$ cat src/rtl/alu_pkg.sv
// Shared definitions for the pipelined carry-lookahead add/subtract unit.
// Opcode encodings and the propagate/generate pair used by the CLA groups.
package alu_pkg;

    localparam logic OP_ADD = 1'b0;
    localparam logic OP_SUB = 1'b1;

    typedef struct packed {
        logic p;
        logic g;
    } cla_pg_t;

endpackage

$ cat src/rtl/cla_slice.sv
// Combinational W-bit carry-lookahead adder built from 4-bit groups.
// Group P/G feed a flat lookahead unit; no carry ripples between groups.
module cla_slice
    import alu_pkg::*;
#(
    parameter int W = 32
) (
    input  logic [W-1:0] a,
    input  logic [W-1:0] b,
    input  logic         cin,
    output logic [W-1:0] sum,
    output logic         cout,
    output logic         msb_carry_in,
    output logic         slice_zero
);

    localparam int NG = W / 4;

    logic [W-1:0] p;
    logic [W-1:0] g;
    logic [W-1:0] c;
    logic [NG:0]  gc;
    cla_pg_t      grp [NG];

    always_comb begin
        p = a ^ b;
        g = a & b;
        for (int j = 0; j < NG; j++) begin
            grp[j].p = &p[4*j +: 4];
            grp[j].g = g[4*j+3]
                     | (p[4*j+3] & g[4*j+2])
                     | (p[4*j+3] & p[4*j+2] & g[4*j+1])
                     | (p[4*j+3] & p[4*j+2] & p[4*j+1] & g[4*j]);
        end
    end

    // Every group carry is its own sum of products over P/G.
    always_comb begin
        logic acc;
        logic prod;
        gc = '0;
        for (int j = 0; j <= NG; j++) begin
            acc  = 1'b0;
            prod = 1'b1;
            for (int i = j - 1; i >= 0; i--) begin
                acc  = acc | (prod & grp[i].g);
                prod = prod & grp[i].p;
            end
            gc[j] = acc | (prod & cin);
        end
    end

    always_comb begin
        logic acc;
        logic prod;
        c = '0;
        for (int j = 0; j < NG; j++) begin
            for (int k = 0; k < 4; k++) begin
                acc  = 1'b0;
                prod = 1'b1;
                for (int i = k - 1; i >= 0; i--) begin
                    acc  = acc | (prod & g[4*j+i]);
                    prod = prod & p[4*j+i];
                end
                c[4*j+k] = acc | (prod & gc[j]);
            end
        end
    end

    assign sum          = p ^ c;
    assign cout         = gc[NG];
    assign msb_carry_in = c[W-1];
    assign slice_zero   = ~|sum;

endmodule

$ cat src/rtl/cla_addsub_pipe.sv
// Pipelined add/subtract unit: one CLA slice per stage, carry registered
// between stages, operands skewed forward, valid/ready on both sides.
module cla_addsub_pipe
    import alu_pkg::*;
#(
    parameter int WIDTH  = 64,
    parameter int STAGES = 2,
    parameter int TAG_W  = 6
) (
    input  logic             clk,
    input  logic             rst_n,
    input  logic             flush,
    input  logic             in_valid,
    output logic             in_ready,
    input  logic             in_op,
    input  logic [WIDTH-1:0] in_a,
    input  logic [WIDTH-1:0] in_b,
    input  logic             in_cin,
    input  logic [TAG_W-1:0] in_tag,
    output logic             out_valid,
    input  logic             out_ready,
    output logic [WIDTH-1:0] out_sum,
    output logic             out_cout,
    output logic             out_ovf,
    output logic             out_zero,
    output logic [TAG_W-1:0] out_tag
);

    localparam int SW = WIDTH / STAGES;

    if (STAGES < 1 || STAGES > 4 || (WIDTH % (4 * STAGES)) != 0) begin : g_bad_param
        $error("cla_addsub_pipe: illegal WIDTH/STAGES combination");
    end

    logic [STAGES-1:0] v_q, v_d;
    logic [STAGES-1:0] c_q, c_d;
    logic [WIDTH-1:0]  a_q   [STAGES];
    logic [WIDTH-1:0]  a_d   [STAGES];
    logic [WIDTH-1:0]  bp_q  [STAGES];
    logic [WIDTH-1:0]  bp_d  [STAGES];
    logic [WIDTH-1:0]  sum_q [STAGES];
    logic [WIDTH-1:0]  sum_d [STAGES];
    logic [STAGES-1:0] z_q   [STAGES];
    logic [STAGES-1:0] z_d   [STAGES];
    logic [TAG_W-1:0]  tag_q [STAGES];
    logic [TAG_W-1:0]  tag_d [STAGES];
    logic              ovf_q [STAGES];
    logic              ovf_d [STAGES];

    logic [STAGES-1:0] src_v;
    logic [STAGES-1:0] src_c;
    logic [WIDTH-1:0]  src_a   [STAGES];
    logic [WIDTH-1:0]  src_bp  [STAGES];
    logic [WIDTH-1:0]  src_sum [STAGES];
    logic [STAGES-1:0] src_z   [STAGES];
    logic [TAG_W-1:0]  src_tag [STAGES];

    logic [SW-1:0] s_a [STAGES];
    logic [SW-1:0] s_b [STAGES];
    wire  [SW-1:0] s_sum  [STAGES];
    wire           s_cout [STAGES];
    wire           s_mci  [STAGES];
    wire           s_zero [STAGES];

    logic [STAGES:0] adv;

    always_comb begin
        adv[STAGES] = out_ready;
        for (int k = STAGES - 1; k >= 0; k--) begin
            adv[k] = !v_q[k] || adv[k+1];
        end
    end

    assign in_ready = rst_n && !flush && adv[0];

    // Index 0 is the incoming operation; index k is the output of stage k-1.
    always_comb begin
        src_v[0]   = in_valid && in_ready;
        src_a[0]   = in_a;
        src_bp[0]  = (in_op == OP_SUB) ? ~in_b : in_b;
        src_c[0]   = (in_op == OP_SUB) ? 1'b1 : in_cin;
        src_sum[0] = '0;
        src_z[0]   = '0;
        src_tag[0] = in_tag;
        for (int k = 1; k < STAGES; k++) begin
            src_v[k]   = v_q[k-1];
            src_a[k]   = a_q[k-1];
            src_bp[k]  = bp_q[k-1];
            src_c[k]   = c_q[k-1];
            src_sum[k] = sum_q[k-1];
            src_z[k]   = z_q[k-1];
            src_tag[k] = tag_q[k-1];
        end
        for (int k = 0; k < STAGES; k++) begin
            s_a[k] = src_a[k][k*SW +: SW];
            s_b[k] = src_bp[k][k*SW +: SW];
        end
    end

    for (genvar k = 0; k < STAGES; k++) begin : g_stage
        cla_slice #(
            .W (SW)
        ) u_slice (
            .a            (s_a[k]),
            .b            (s_b[k]),
            .cin          (src_c[k]),
            .sum          (s_sum[k]),
            .cout         (s_cout[k]),
            .msb_carry_in (s_mci[k]),
            .slice_zero   (s_zero[k])
        );
    end

    always_comb begin
        v_d   = v_q;
        c_d   = c_q;
        a_d   = a_q;
        bp_d  = bp_q;
        sum_d = sum_q;
        z_d   = z_q;
        tag_d = tag_q;
        ovf_d = ovf_q;
        for (int k = 0; k < STAGES; k++) begin
            if (adv[k]) begin
                v_d[k] = src_v[k];
                if (src_v[k]) begin
                    a_d[k]               = src_a[k];
                    bp_d[k]              = src_bp[k];
                    sum_d[k]             = src_sum[k];
                    sum_d[k][k*SW +: SW] = s_sum[k];
                    c_d[k]               = s_cout[k];
                    z_d[k]               = src_z[k];
                    z_d[k][k]            = s_zero[k];
                    tag_d[k]             = src_tag[k];
                    ovf_d[k]             = s_cout[k] ^ s_mci[k];
                end
            end
        end
        if (flush) begin
            v_d = '0;
        end
    end

    always_ff @(posedge clk or negedge rst_n) begin
        if (!rst_n) begin
            v_q <= '0;
            c_q <= '0;
            for (int k = 0; k < STAGES; k++) begin
                a_q[k]   <= '0;
                bp_q[k]  <= '0;
                sum_q[k] <= '0;
                z_q[k]   <= '0;
                tag_q[k] <= '0;
                ovf_q[k] <= 1'b0;
            end
        end else begin
            v_q   <= v_d;
            c_q   <= c_d;
            a_q   <= a_d;
            bp_q  <= bp_d;
            sum_q <= sum_d;
            z_q   <= z_d;
            tag_q <= tag_d;
            ovf_q <= ovf_d;
        end
    end

    assign out_valid = v_q[STAGES-1];
    assign out_sum   = sum_q[STAGES-1];
    assign out_cout  = c_q[STAGES-1];
    assign out_ovf   = ovf_q[STAGES-1];
    assign out_zero  = &z_q[STAGES-1];
    assign out_tag   = tag_q[STAGES-1];

endmodule
$ cat config.mk
export PLATFORM = sky130hd
export DESIGN_NAME = cla_addsub_pipe
export DESIGN_NICKNAME = d
export VERILOG_FILES = /design/src/rtl/alu_pkg.sv /design/src/rtl/cla_slice.sv /design/src/rtl/cla_addsub_pipe.sv
export SDC_FILE = /design/constraint.sdc
export NUM_CORES = 1
export LEC_CHECK = 0
export BUFFER_PORTS_ARGS = -buffer_cell sky130_fd_sc_hd__buf_2
export CAP_MARGIN = 5
export CORE_MARGIN = 10
export CORE_UTILIZATION = 56
export CTS_CLUSTER_SIZE = 24
export DETAILED_ROUTE_END_ITERATION = 8
export PLACE_DENSITY_LB_ADDON = 0.2
export SLEW_MARGIN = 10
export SYNTH_ARGS = -nofsm -noshare
export SYNTH_HDL_FRONTEND = slang
export SYNTH_HIERARCHICAL = 1
export SYNTH_SLANG_ARGS = --single-unit
$ cat constraint.sdc
create_clock -name clk -period 5.3 [get_ports clk]
set_input_delay 0.795 -clock clk [delete_from_list [all_inputs] [get_ports clk]]
set_output_delay 0.795 -clock clk [all_outputs]
set_load 0.01 [all_outputs]
==> results.ini, run 1 <==
[drt]
ant_nets=0
vias=6863
drt_first_pass_iters=4
via_per_inst=5.33
drc=0
finalWirelength_mm=24.1
drt_iter0_markers=263
avgRoutedWirePerCell_microns=18.7

[global_routing]
grt_max_degree=82
antenna_found_initial=0
grt_first_pass_wirelength_mm=39.2
grt_pass1_vias=7564
track_usage_pct=20.0
overflow=0

[placement]
port_buffers=215
gp_congestion=0.833
preCtsSetupSlack_ns=-0.360
dp_hpwl_mm=18.8
dpl.cell_count=1256

[min_path]
hold_class=in -> async

[clock_tree]
numClockSinks=180
post-cts-setup-buffers=0
clk_latency_ns=0.42
numCtsBuffers=17
cts_max_level=4
clockBufferDepth=2
clk_pin_slew_worst_paths_ns=0.07
cts_tree=done
ctsHoldBuffers=0
cts_root_buf=clkbuf_16
cts_resized=0

[power]
p_seq_share_pct=38.3
finalPower_uw=5680
p_sw_uw=1970
combPwrFrac_pct=40.0
ir_drop_mv=0.219
cellPowerDensity_nw_per_um2=457
leakagePower_uw=0.00603
p_int_uw=3710
pwr-share-clk_pct=21.7
swShare_pct=34.7

[floorplanning]
io_pins=216
dieWidth_microns=156
dieArea_sq_um=24400
rows=49
core_sq_um=18100
die_h_microns=156
start_util_pct=57.4

[worst_setup_path]
startpoint_type=input port
arrival_ns=5.37
r2r_end=z_q[1]$_DFFE_PN0P_
path_class=in -> reg
max_stage_delay_ns=0.43
end_kind=flop
worst-path-stages=20
r2r_slack_ns=0.41
setup.worst_path.end=src_z[0]$_DFFE_PN0P_
reg2reg_depth=20
slowest_stage=or4_1
path_max_fanout=16
cp_cell_sequence=buf_6, xor2_1, ha_1, a21oi_2, nor2_1, a211oi_4, o22ai_2, a211oi_4, a21oi_1, or2_2, fa_1, xor2_1, nor4_1, nand4_1, or3_1, nor4_2, o2111ai_1, or4_1, nor4_2, mux2_2
cp_num_buf_inv=1
rr_startpoint=a_q[109]$_DFFE_PN0P_
worstSetupStartpoint=in_op
crit_required_ns=5.66
crit_family=simple AND/OR/NAND/NOR gates

[sta]
whs_ns=0.259
slew_headroom_pct=26.9
fmax_mhz=200
tightest_slew_ns=1.09
fin_crit_sh_pct=94.5
rsz0062_at_grt=false
maxSlewViolCount=0
finalCriticalPeriod_ns=5.01
worst_slack_ns=0.291
finalSetupViolations=0
finalClockSkew_ns=0.00990
hold_viol=0

[yosys]
yosysSeqAreaShare_pct=43.3
syn_nets=1035
synth-edff-count=0
synth.top_cell.area_share_pct=43.3
synth-seq-cells=180
synthTopCellsByArea=dfrtp_1 (43%), mux2_2 (14%), ha_1 (7.7%), xor2_1 (7.5%), mux2_4 (7.1%)
synth.largest_area_cell=dfrtp_1
yosys_most_used_dff=dfrtp_1
synthCells=814
syn_area_per_cell_sq_um=12.8
netlist_area_sq_um=10400
synth_warnings=6
async_flop_share_pct=100
synth.distinct_cells=57

[status]
status=completed

[final_layout]
area_growth_pct=19.4
nets=1267
layout.cells.non_filler=1288
fillers=1353
insertedDiodeCount=0
drive_gt1_share_pct=45.9

[job]
cap_violations=0

cell usage in the layout (no fill, tap or decap), types with 22 or more instances in the layout:
| cell | synthesis | layout |
|---|---|---|
| nor2_1 | 24 | 24 |
| buf_2 | 14 | 213 |
| ha_1 | 64 | 64 |
| xnor2_1 | 22 | 22 |
| a21oi_1 | 29 | 29 |
| inv_1 | 22 | 22 |
| nand2_1 | 27 | 27 |
| xor2_1 | 89 | 89 |
| mux2_4 | 49 | 49 |
| dfrtp_1 | 180 | 180 |
| buf_4 | 6 | 22 |
| mux2_2 | 130 | 130 |
worst min-delay path by stage:
| stage | startpoint | end | slack (ns) | cells past startpoint |
|---|---|---|---|---|
| 6_report | rst_n | out_sum[39]$_DFFE_PN0P_ | 0.26 | 1 |
| 5_1_grt | rst_n | out_sum[39]$_DFFE_PN0P_ | 0.26 | 1 |
| 4_1_cts | rst_n | v_q[0]$_DFFE_PN0P_ | 0.26 | 1 |
| 3_5_place_dp | out_sum[7]$_DFFE_PN0P_ | out_sum[7]$_DFFE_PN0P_ | 0.49 | 1 |
| 3_3_place_gp | z_q[0]$_DFFE_PN0P_ | z_q[0]$_DFFE_PN0P_ | 0.48 | 1 |
| 2_1_floorplan | z_q[1]$_DFFE_PN0P_ | z_q[1]$_DFFE_PN0P_ | 0.47 | 1 |
logic make-up (layout without fill, tap and decap cells):
logic type,count (synthesis),count (layout),share of synthesized area [%]
buffers and inverters,50,295,2.69
flip-flops,180,180,43.3
AND/OR/NAND/NOR,112,112,5.88
AO/OA/AOI/OAI,101,101,6.84
multiplexers,180,180,21.2
XOR/XNOR,111,111,9.34
adder cells (fa/ha/maj),80,80,10.8
worst reg2reg max path, stage by stage (launching register included):
cell	delay, ns
dfrtp_1	0.38
ha_1	0.30
a21o_1	0.21
a21o_1	0.18
a21oi_1	0.13
buf_4	0.14
o22ai_1	0.09
a211oi_2	0.26
a21oi_1	0.13
or2_2	0.30
fa_1	0.37
xor2_1	0.17
nor4_2	0.23
buf_4	0.16
nand4_1	0.08
or3_1	0.31
or4_1	0.42
a2111o_1	0.45
nor4_2	0.13
nor4b_2	0.20
mux2_2	0.17
power by group through the flow:
stage | clock (uW) | sequential, uW | combinational (uW)
floorplan | 0 | 2240 | 1390
global placement | 0 | 2180 | 2220
detailed placement | 0 | 2200 | 2270
CTS | 1260 | 2180 | 2290
global route | 1320 | 2240 | 2510
finish | 1230 | 2170 | 2270
Yosys cell counts (all sizes together), types with 2 or more instances:
cell type / number
or4: 2
inv: 23
buf: 27
nand2b: 2
fa: 16
a31oi: 5
o22ai: 2
a211oi: 6
mux2: 179
nand2: 28
xor2: 89
dfrtp: 180
o211ai: 2
ha: 64
o21a: 3
nor3: 6
o21bai: 8
and2: 4
nand4: 10
o21ai: 17
nor4: 11
a21oi: 35
or2: 7
a21o: 14
o41ai: 2
xnor2: 22
nor2: 24
nand3: 8
or3: 4
final cells by class:
| cell class | count | area [sq um] | share of cell area (%) |
|---|---|---|---|
| clock buffers | 22 | 484 | 3.90 |
| flip-flops and latches | 180 | 4500 | 36.2 |
| well taps | 229 | 287 | 2.30 |
| inverters | 23 | 86.3 | 0.695 |
| multi-input cells | 584 | 5670 | 45.6 |
| clock inverters | 10 | 97.6 | 0.785 |
| repair buffers | 240 | 1310 | 10.5 |
per-stage QoR:
step / utilization [%] / area (sq um) / setup TNS (ns)
detailed placement: 65.1 / 11800 / -0.360
floorplan: - / 10400 / 0
CTS: 68.3 / 12400 / 0
finish: 68.5 / 12400 / 0
global placement: 65.1 / 11800 / -0.0618
global route: 68.5 / 12400 / 0
registers in the layout, summed over array words and instances (netlist names):
name     cells
c_q          2
src_tag      6
a_q         32
v_q          2
z_q          2
bp_q        32
out_tag      6
src_sum     32
out_ovf      1
src_z        1
out_sum     64
per-layer routing:
metal  GRT usage, %  vias to the layer above  part of all wire [%]
li1               -                     3352                     -
met1           24.4                     3311                    43
met2           34.6                      176                    49
met3           5.54                       24                   6.3
met4           4.40                        0                   1.1
met5              0                        -                     0
(Power assumes the default switching activity.)
==> run 2, diff against run 1 <==
--- a/config.mk
+++ b/config.mk
@@ -11,9 +11,8 @@
 export CORE_UTILIZATION = 56
 export CTS_CLUSTER_SIZE = 24
 export DETAILED_ROUTE_END_ITERATION = 8
-export PLACE_DENSITY_LB_ADDON = 0.2
+export PLACE_DENSITY = 0.81
 export SLEW_MARGIN = 10
 export SYNTH_ARGS = -nofsm -noshare
 export SYNTH_HDL_FRONTEND = slang
-export SYNTH_HIERARCHICAL = 1
 export SYNTH_SLANG_ARGS = --single-unit
==> results.ini, run 2 <==
[floorplanning]
core_sq_um=18000
dieArea_sq_um=24200
dieWidth_microns=155
rows=49
start_util_pct=57.0
io_pins=216
die_h_microns=155

[final_layout]
insertedDiodeCount=0
final_cell_mix=buf_2 (213), dfrtp_1 (180), nand2_1 (114)
fin_area_sq_um=12400
nets=1412
area_growth_pct=20.3
layout.cells.non_filler=1433
fillers=1379
final_common_cell=buf_2
multi_input_area_sq_um=5550
drive_gt1_share_pct=32.4
utilization_pct=68.6
seqCellArea_sq_um=4500
largest_reg_flops=64

[yosys]
async_flop_share_pct=100
synth.largest_area_cell=dfrtp_1
synth.distinct_cells=61
yosys_most_used_dff=dfrtp_1
yosysMostFrequentCell=dfrtp_1
synthTopCellsByArea=dfrtp_1 (44%), mux2_2 (10%), ha_1 (7.8%), xor2_1 (5.0%), xnor2_1 (4.5%)
syn_area_per_cell_sq_um=10.6
synth.top_cell.area_share_pct=43.8
yosysSeqAreaShare_pct=43.8
netlist_area_sq_um=10300
synth-edff-count=0
synth_warnings=0
synth_common_cells=dfrtp_1 (180), nand2_1 (115), mux2_2 (93)
synthCells=974
syn_nets=1195
synth-seq-cells=180

[drt]
avgRoutedWirePerCell_microns=18.3
finalWirelength_mm=26.3
via_per_inst=5.56
vias=7966
ant_nets=0
drt_first_pass_iters=4
drt_iter0_markers=513
drc=0

[power]
pwr-share-clk_pct=24.2
p_sw_uw=1920
finalPower_uw=5320
ir_drop_mv=0.296
swShare_pct=36.1
combPwrFrac_pct=37.3
p_int_uw=3400
cellPowerDensity_nw_per_um2=430
p_seq_share_pct=38.5
leakagePower_uw=0.00602

[worst_setup_path]
crit_required_ns=5.64
end_kind=flop
startpoint_type=input port
path_class=in -> reg
arrival_ns=5.33
path_max_fanout=16

[sta]
fin_crit_sh_pct=94.1
finalClockSkew_ns=0.0136
whs_ns=0.252
finalSetupViolations=0
slew_headroom_pct=31.9
tightest_slew_ns=1.02
maxSlewViolCount=0
rsz0062_at_grt=false
finalCriticalPeriod_ns=4.99
fmax_mhz=201
hold_viol=0

[placement]
port_buffers=215
place_area_sq_um=11800
gp_congestion=0.950
dp_hpwl_mm=20.6
dpl.cell_count=1401

[global_routing]
grt_max_degree=85
grt_pass1_vias=8467
grt_first_pass_wirelength_mm=43.1
track_usage_pct=22.1
overflow=0
antenna_found_initial=2

[clock_tree]
numCtsBuffers=17
cts_tree=done
numClockSinks=180
cts_max_level=4
clk_latency_ns=0.43
cts_root_buf=clkbuf_16
cts_resized=0
clk_pin_slew_worst_paths_ns=0.07
ctsHoldBuffers=0
post-cts-setup-buffers=0
clockBufferDepth=2

[status]
status=completed

[job]
cap_violations=0

[min_path]
hold_class=in -> async

run 2: cell types whose count changed after synthesis, moves of 31 or more:
cell      delta
o21ai_0     +83
xnor2_1     +31
nand2_1     +88
mux2_4      -49
mux2_2      -37
clkbuf_1    +39
run 2: logic make-up after synthesis:
group                      share of synthesized area, %
DFF                                                43.8
xor gates and xnor gates                           9.54
adders and majority gates                          10.9
and+or+nand+nor                                    10.2
AOI/OAI and AO/OA                                  12.6
buffers and inverters                              2.69
muxes                                              10.3
run 2: layout make-up:
class                   count  area share, %
clock buffers              17           3.44
clock inverters            15           1.39
inverters                  27          0.820
multi-input cells         722           44.9
repair buffers            243           10.7
flip-flops and latches    180           36.4
well taps                 229           2.32
run 2: critical path, cell delays in order:
cell and delay (ns):
buf_4 0.21, buf_4 0.33, xor2_1 0.18, ha_1 0.29, a21o_1 0.19, a21o_1 0.17, a221o_1 0.38, o211ai_1 0.21
a21boi_1 0.11, or2_4 0.25, a21oi_2 0.15, fa_2 0.21, xor2_1 0.19, nand4_1 0.09, or3_1 0.31, or4_1 0.40
a21oi_1 0.13, nand4b_1 0.10, or4_1 0.42, o31ai_2 0.18
run 2: final timing paths:
check | from | end | slack (ns) | cells past startpoint
setup / recovery | in_op | src_z[0]$_DFFE_PN0P_ | 0.31 | 20
hold / removal | rst_n | bp_q[100]$_DFFE_PN0P_ | 0.25 | 1
setup reg to reg | a_q[97]$_DFFE_PN0P_ | z_q[1]$_DFFE_PN0P_ | 0.54 | 17
hold reg to reg | out_sum[42]$_DFFE_PN0P_ | out_sum[42]$_DFFE_PN0P_ | 0.48 | 2
max in group asynchronous | rst_n | out_sum[0]$_DFFE_PN0P_ | 3.74 | 2
min in group clk | out_sum[42]$_DFFE_PN0P_ | out_sum[42]$_DFFE_PN0P_ | 0.48 | 2
run 2: stage by stage:
step	setup slack [ns]	TNS, ns
CTS	0.312	0
finish	0.314	0
global route	0.00220	0
floorplan	-0.0208	-0.0208
global placement	0.0230	0
detailed placement	-0.105	-0.105
run 2: metal layers:
layer | track usage, % | wire length, microns | vias to the layer above
met5 | 0 | 9 | -
met4 | 6.11 | 499 | 2
met3 | 7.03 | 1820 | 37
met2 | 38.0 | 13200 | 223
met1 | 26.0 | 10800 | 3848
li1 | - | - | 3856
run 2: power by group through the flow:
stage	clock [uW]	sequential, uW	combinational, uW
finish	1290	2050	1980
global route	1370	2090	2220
CTS	1300	2050	2000
detailed placement	0	2070	1980
global placement	0	2050	1930
floorplan	0	2120	1160
